`src/rtl/mem_pkg.sv`:
```
// Shared definitions for the load/store unit: opcodes, write modes, FSM states
// and the latched request payload.
package mem_pkg;

  localparam int unsigned DATA_W = 16;
  localparam int unsigned ADDR_W = 16;
  localparam int unsigned BYTE_W = 8;
  localparam int unsigned OP_W   = 3;
  localparam int unsigned MEMW_W = 2;
  localparam int unsigned CNT_W  = 4;

  localparam logic [OP_W-1:0] OP_LW  = 3'b000;
  localparam logic [OP_W-1:0] OP_LB  = 3'b001;
  localparam logic [OP_W-1:0] OP_LBU = 3'b010;
  localparam logic [OP_W-1:0] OP_SW  = 3'b100;
  localparam logic [OP_W-1:0] OP_SB  = 3'b101;

  localparam logic [MEMW_W-1:0] MEMW_NONE = 2'b00;
  localparam logic [MEMW_W-1:0] MEMW_BYTE = 2'b01;
  localparam logic [MEMW_W-1:0] MEMW_WORD = 2'b10;

  typedef enum logic [1:0] {
    ST_IDLE   = 2'b00,
    ST_ACCESS = 2'b01,
    ST_RESP   = 2'b10
  } state_e;

  typedef struct packed {
    logic [OP_W-1:0]   op;
    logic [ADDR_W-1:0] addr;
    logic [DATA_W-1:0] wdata;
  } lsu_req_t;

  function automatic logic op_legal(input logic [OP_W-1:0] op);
    return (op == OP_LW) || (op == OP_LB) || (op == OP_LBU) ||
           (op == OP_SW) || (op == OP_SB);
  endfunction

  // Write strobe a legal op issues on its final access cycle; loads issue none.
  function automatic logic [MEMW_W-1:0] op_memw(input logic [OP_W-1:0] op);
    logic [MEMW_W-1:0] w;
    w = MEMW_NONE;
    if (op == OP_SW) w = MEMW_WORD;
    else if (op == OP_SB) w = MEMW_BYTE;
    return w;
  endfunction

endpackage

```
`src/rtl/mem_load_ext.sv`:
```
// Load result formatter: picks the word or sign/zero-extends the byte;
// non-load opcodes yield zero.
module mem_load_ext
  import mem_pkg::*;
(
  input  logic [OP_W-1:0]   op_i,
  input  logic [DATA_W-1:0] word_i,
  input  logic [BYTE_W-1:0] byte_i,
  output logic [DATA_W-1:0] ext_c
);

  always_comb begin
    ext_c = '0;
    case (op_i)
      OP_LW:   ext_c = word_i;
      OP_LB:   ext_c = {{8{byte_i[7]}}, byte_i};
      OP_LBU:  ext_c = {8'h00, byte_i};
      default: ext_c = '0;
    endcase
  end

endmodule

```
`src/rtl/mem_lsu.sv`:
```
// Single-outstanding load/store initiator between execute and a 16-bit data
// memory, with optional settle cycles before the final access.
module mem_lsu
  import mem_pkg::*;
#(
  parameter int unsigned MEM_DEPTH = 16,
  parameter int unsigned WAIT_CYC  = 0
) (
  input  logic              clk,
  input  logic              rst,
  input  logic              req_valid,
  output logic              req_ready,
  input  logic [OP_W-1:0]   req_op,
  input  logic [ADDR_W-1:0] req_addr,
  input  logic [DATA_W-1:0] req_wdata,
  output logic              rsp_valid,
  input  logic              rsp_ready,
  output logic [DATA_W-1:0] rsp_data,
  output logic              rsp_err,
  output logic [ADDR_W-1:0] mem_addr,
  output logic [DATA_W-1:0] mem_wdata_w,
  output logic [BYTE_W-1:0] mem_wdata_b,
  output logic [MEMW_W-1:0] mem_we,
  input  logic [DATA_W-1:0] mem_rword,
  input  logic [BYTE_W-1:0] mem_rbyte
);

  state_e            state_q, state_d;
  logic [CNT_W-1:0]  cnt_q, cnt_d;
  lsu_req_t          req_q, req_d;
  logic              req_ready_q, req_ready_d;
  logic              rsp_valid_q, rsp_valid_d;
  logic [DATA_W-1:0] rsp_data_q, rsp_data_d;
  logic              rsp_err_q, rsp_err_d;
  logic [MEMW_W-1:0] mem_we_q, mem_we_d;

  logic [DATA_W-1:0] load_c;
  logic              addr_oob_c;

  mem_load_ext u_load_ext (
    .op_i   (req_q.op),
    .word_i (mem_rword),
    .byte_i (mem_rbyte),
    .ext_c  (load_c)
  );

  assign addr_oob_c = (32'(req_addr) >= MEM_DEPTH);

  // State and output registers; reset also drops an in-flight write strobe.
  always_ff @(posedge clk or negedge rst) begin
    if (!rst) begin
      state_q     <= ST_IDLE;
      cnt_q       <= '0;
      req_q       <= '0;
      req_ready_q <= 1'b1;
      rsp_valid_q <= 1'b0;
      rsp_data_q  <= '0;
      rsp_err_q   <= 1'b0;
      mem_we_q    <= MEMW_NONE;
    end else begin
      state_q     <= state_d;
      cnt_q       <= cnt_d;
      req_q       <= req_d;
      req_ready_q <= req_ready_d;
      rsp_valid_q <= rsp_valid_d;
      rsp_data_q  <= rsp_data_d;
      rsp_err_q   <= rsp_err_d;
      mem_we_q    <= mem_we_d;
    end
  end

  // The write strobe is registered, so it is armed on the edge that enters
  // the final access cycle (counter about to read zero).
  always_comb begin
    state_d     = state_q;
    cnt_d       = cnt_q;
    req_d       = req_q;
    req_ready_d = req_ready_q;
    rsp_valid_d = rsp_valid_q;
    rsp_data_d  = rsp_data_q;
    rsp_err_d   = rsp_err_q;
    mem_we_d    = MEMW_NONE;

    case (state_q)
      ST_IDLE: begin
        if (req_valid && req_ready_q) begin
          req_d.op    = req_op;
          req_d.addr  = req_addr;
          req_d.wdata = req_wdata;
          req_ready_d = 1'b0;
          rsp_data_d  = '0;
          if (!op_legal(req_op) || addr_oob_c) begin
            state_d     = ST_RESP;
            rsp_valid_d = 1'b1;
            rsp_err_d   = 1'b1;
          end else begin
            state_d   = ST_ACCESS;
            cnt_d     = CNT_W'(WAIT_CYC);
            rsp_err_d = 1'b0;
            if (WAIT_CYC == 0) mem_we_d = op_memw(req_op);
          end
        end
      end

      ST_ACCESS: begin
        if (cnt_q != '0) begin
          cnt_d = cnt_q - CNT_W'(1);
          if (cnt_q == CNT_W'(1)) mem_we_d = op_memw(req_q.op);
        end else begin
          state_d     = ST_RESP;
          rsp_valid_d = 1'b1;
          rsp_data_d  = load_c;
        end
      end

      ST_RESP: begin
        if (rsp_ready) begin
          state_d     = ST_IDLE;
          rsp_valid_d = 1'b0;
          req_ready_d = 1'b1;
        end
      end

      default: begin
        state_d     = ST_IDLE;
        req_ready_d = 1'b1;
        rsp_valid_d = 1'b0;
      end
    endcase
  end

  assign req_ready   = req_ready_q;
  assign rsp_valid   = rsp_valid_q;
  assign rsp_data    = rsp_data_q;
  assign rsp_err     = rsp_err_q;
  assign mem_we      = mem_we_q;
  assign mem_addr    = req_q.addr;
  assign mem_wdata_w = req_q.wdata;
  assign mem_wdata_b = req_q.wdata[BYTE_W-1:0];

endmodule

```
`config.mk`:
```
export PLATFORM = sky130hd
export DESIGN_NAME = mem_lsu
export DESIGN_NICKNAME = d
export VERILOG_FILES = /design/src/rtl/mem_pkg.sv /design/src/rtl/mem_load_ext.sv /design/src/rtl/mem_lsu.sv
export SDC_FILE = /design/constraint.sdc
export NUM_CORES = 1
export LEC_CHECK = 0
export ABC_AREA = 1
export CAP_MARGIN = 20
export CORE_MARGIN = 2
export CORE_UTILIZATION = 32
export CTS_BUF_LIST = sky130_fd_sc_hd__clkbuf_16
export CTS_CLUSTER_DIAMETER = 80
export DETAILED_ROUTE_END_ITERATION = 16
export HOLD_SLACK_MARGIN = 0.03
export PLACE_DENSITY_LB_ADDON = 0.2
export SLEW_MARGIN = 30
export SYNTH_ARGS = -nofsm -noshare
export SYNTH_HDL_FRONTEND = slang
export SYNTH_SLANG_ARGS = --single-unit
```
`constraint.sdc`:
```
create_clock -name clk -period 3.4 [get_ports clk]
set_clock_uncertainty 0.2 [all_clocks]
set_input_delay 0.68 -clock clk [delete_from_list [all_inputs] [get_ports clk]]
set_output_delay 0.68 -clock clk [all_outputs]
set_load 0.01 [all_outputs]
```
# [Word level (Yosys, flattened, before mapping)]
# Cells that the tools add are included.
[op_classes] n_eq_ne=17 n_bitwise=1 mux=31 addsub=1 order_cmp=1 n_reduce_logical=18
[ops] operator="$pmux 16 s3" count=1
[ops] operator="$mux 16" count=2
[ops] operator="$pmux 16 s2" count=1
[ops] operator="$mux 2" count=10
[ops] operator="$ge 16x5->1 const B" count=1
[ops] operator="$eq 3x3->1 const B" count=4
[ops] operator="$mux 4" count=3
[ops] operator="$ne 2x2->1 const B" count=6
[ops] operator="$mux 1" count=9
[ops] operator="$reduce_and 3->1" count=3
[ops] operator="$pmux 4 s2" count=1
[ops] operator="$reduce_and 4->1" count=2
[ops] operator="$eq 3x1->1 const B" count=2
[ops] operator="$eq 3x2->1 const B" count=2
[ops] operator="$logic_not 3->1" count=2
[ops] operator="$pmux 1 s3" count=2
[ops] operator="$pmux 2 s3" count=1
[ops] operator="$logic_or 1x1->1" count=5
[ops] operator="$eq 4x1->1 const B" count=1
[ops] operator="$pmux 2 s2" count=1
[ops] operator="$reduce_bool 4->1" count=1
[ops] operator="$sub 4x1->4 const B" count=1
[ops] operator="$eq 2x1->1 const B" count=1
[ops] operator="$eq 2x2->1 const B" count=1
[ops] operator="other kinds (6)" count=6
[totals] input_bits=63 reg_bits=62 output_inout_bits=61

# [Longest topological paths before layout]
[logic_depth] ltp_word=10 mapped_depth=9

# [Modules after synthesis]
# A second synthesis with hierarchy kept.
[hier_totals] hier_cells=410 area_unflattened_um2=3335.7
[by_module_without_submodules] mod="mem_lsu" area_each_um2=3005.4 n_inst=1 cells_each=353
[by_module_without_submodules] mod="mem_load_ext" area_each_um2=330.3 n_inst=1 cells_each=57

# [Worst setup path after synthesis]
# No wires, ideal clock.
[synth_timing] kind="input to register" start="in req_valid" end="reg cnt_q[2]" path_slack_ps=1683 path_stages=7 setup_ps=117 arrival_ps=1400 path_buffers=0 path_cell_list="nand2_1 > nor3_4 > inv_2 > nand2_2 > nand2_1 > nand2_1 > nand2_1"
[synth_via] elab_chain_cells=3
[synth_rtl] item="from (decl)" line="mem_lsu.sv:11" source="input logic req_valid,"
[synth_rtl] item="$logic_and 1x1->1" line="mem_lsu.sv:86" source="if (req_valid && req_ready_q) begin"
[synth_rtl] item="$ne 2x2->1 (no line)"
[synth_rtl] item="$reduce_and 4->1 (no line)"
[synth_rtl] item="to (signal assigned)" line="mem_lsu.sv:62" source="cnt_q <= cnt_d;"
[synth_rtl] item="to (decl)" line="mem_lsu.sv:29" source="logic [CNT_W-1:0] cnt_q, cnt_d;"
# Every way passes these cells.
# A chain may end at the register's enable or synchronous reset.

# [Final worst setup path]
[layout_timing] start="reg req_ready_q, in the netlist req_ready" end="out req_ready"
[layout_lines] item="from (decl)" line="mem_lsu.sv:31" source="logic req_ready_q, req_ready_d;"
[layout_lines] item="from (signal assigned)" line="mem_lsu.sv:64" source="req_ready_q <= req_ready_d;"
[layout_lines] item="to (decl)" line="mem_lsu.sv:12" source="output logic req_ready,"
# No word-level cell between the ends.

==> metrics.txt <==
clock latency on the worst-skew pair=roughly 0.32 ns; Max FO, Critical Path=3; fin cells=614; Pwr Total=around 4.0 mW; Critical Path RT=~2.5 ns; area occupied by multi-input gates=around 0.0011 mm^2; WP buf/inv=1; initial antenna violation count=0; worst setup margin=1.12 ns; RSZ-0062 raised after global routing=false; TritonCTS clock tree=built; Root Driver=clkbuf_16; cell count after synthesis=394; Slew headroom=52.3%; Leak Pwr=between 2 and 2.5 nW; PD cells=approximately 890 mW/mm^2; Layout fillers=912; register area share after synthesis=50.4%; area of the core=around 0.0093 mm^2; DR DRC count=0; Max Cap Viol=0; Initial Utilization=between 30% and 40%; Clock transition at path regs=approximately 0.050 ns; Seq cells post-synth=between 60 and 70; Area Overhead vs Synth=45.3%; share of layout cells above drive strength 1=5.36%; largest net degree at the start of global routing=41; arrival time at the worst endpoint=1.40 ns; first-pass GRT wire length=around 12 mm; count of input and output buffers=about 120; status=complete, no violations; CTS Buf Count=9; fin util=between 40% and 50%; endpoint class of the critical path=output pin; ant diodes=0; clock tree buffer depth=2; Total Routing Usage GR=15.0%; commonest non-fill, non-tap cell in the layout=nand2_1; grt ovf=0; per-cell routed wire length=12.1 um; DR vias=2,612; Hold Violations, Final=0; post-synthesis cell area=about 0.0031 mm^2; syn_area_per_cell=roughly 8 um^2; Tcrit/Tclk final=approximately 67%; VDD IR max=between 0.3 and 0.4 mV; Post-Place Setup Slack=between 0.8 and 0.9 ns; Max stage delay on crit path=roughly 0.54 ns; drt via density=about 4.3; # IOs=124; Die W=102 um; Final Slew Violations=0; Post-CTS Setup Bufs=0; Min-Delay Path Class=input pin to async pin; DP Wirelength=~5.4 mm; row count=35; f_max=around 440 MHz; most frequent cells in the layout=nand2_1 (214), clkdlybuf4s50_1 (122), dfrtp_1 (61); final wirelength=between 7 and 8 mm; TritonRoute pass-1 iters=4; DIE HEIGHT=102 um; Final nets=approximately 550; cell area after layout=approximately 0.0045 mm^2; First DRT Iteration DRCs=between 50 and 60; post-synth net total=roughly 460; Tightest Pin Transition=0.716 ns; H-tree depth=3; Routed Antenna Nets=0; placed cell count=~600; slowest CP cell=dfstp_2; final setup fails=0; vias in the first global route=~2,500; dpl cell area=slightly above 0.004 mm^2; GP Congestion=between 0.8 and 0.9; CP Launch Type=flop; Sink Count=just over 60; die area=roughly 0.010 mm^2; WS Path Type=flop to output pin; Unique masters post-synth=24; cts hold-fix bufs=0; cell family with most CP delay=flip-flops; worst-path cell chain=clkdlybuf4s50_1; WHS=about 0.21 ns; yosys warns=0; setup_tns=0 ns; min Tclk post-route=about 2.3 ns; Resized cells post-CTS=0; sequential cell area=around 0.0016 mm^2
state kept, by name (all words and copies together), names as in the netlist:
signal	flops
rsp_data	16
mem_addr	16
state_q	2
req_ready	1
mem_we	2
cnt_q	4
rsp_valid	1
mem_wdata_w	16
rsp_err	1
req_q	3
cell families (layout without fill, tap and decap cells):
group / count (synthesis) / in the layout / share of synthesized area, %
simple gates: 255 / 255 / 33.3
buf+inv: 64 / 155 / 13.5
flops: 62 / 62 / 50.4
compound gates: 10 / 10 / 1.66
fa+ha+maj: 2 / 2 / 0.812
xor+xnor: 1 / 1 / 0.284
report_power, final:
group / switching [mW] / internal (mW)
clock: 0.325 / 0.711
combinational: 0.843 / 0.841
sequential: 0.221 / 1.06
total: 1.39 / 2.61
synthesized netlist by cell type, drive strengths merged:
library cell	n	area, um^2
nand2	215	810
dfrtp	61	1530
buf	50	364
nor2	25	120
inv	14	52.6
nand3	7	35.0
o21ai	7	35.0
nor3	4	36.3
nand4	3	18.8
a21oi	2	10.0
ha	2	25.0
dfstp	1	26.3
nand3b	1	7.51
o22ai	1	6.26
xnor2	1	8.76
final cells by class:
| class | instances | share of cell area, % |
|---|---|---|
| inverters | 14 | 1.17 |
| well taps | 129 | 3.60 |
| clock inverters | 7 | 2.54 |
| repair buffers | 125 | 28.0 |
| clock buffers | 9 | 5.03 |
| multi-input cells | 268 | 25.0 |
| flip-flops and latches | 62 | 34.7 |
worst paths after layout:
check                                                end               startpoint  depth (start not counted)  slack (ns)
worst max-delay path                           req_ready    req_ready$_DFFE_PN1P_                          1        1.12
worst min-delay path            mem_addr[10]$_DFFE_PN0P_                      rst                          1        0.21
worst max register to register      cnt_q[3]$_DFFE_PN0P_     cnt_q[0]$_DFFE_PN0P_                          8        1.52
worst min register to register   rsp_data[8]$_DFFE_PN0P_  rsp_data[8]$_DFFE_PN0P_                          2        0.27
max in group asynchronous        mem_addr[1]$_DFFE_PN0P_                      rst                          2        2.15
min in group clk                 rsp_data[8]$_DFFE_PN0P_  rsp_data[8]$_DFFE_PN0P_                          2        0.27
routing by layer:
layer	global-route usage, %	part of all wire [%]
met1	19.1	43
met5	0	0
met3	2.74	4.5
met2	25.4	51
met4	6.15	1.5
No activity file was read; power rests on OpenSTA's default activity.
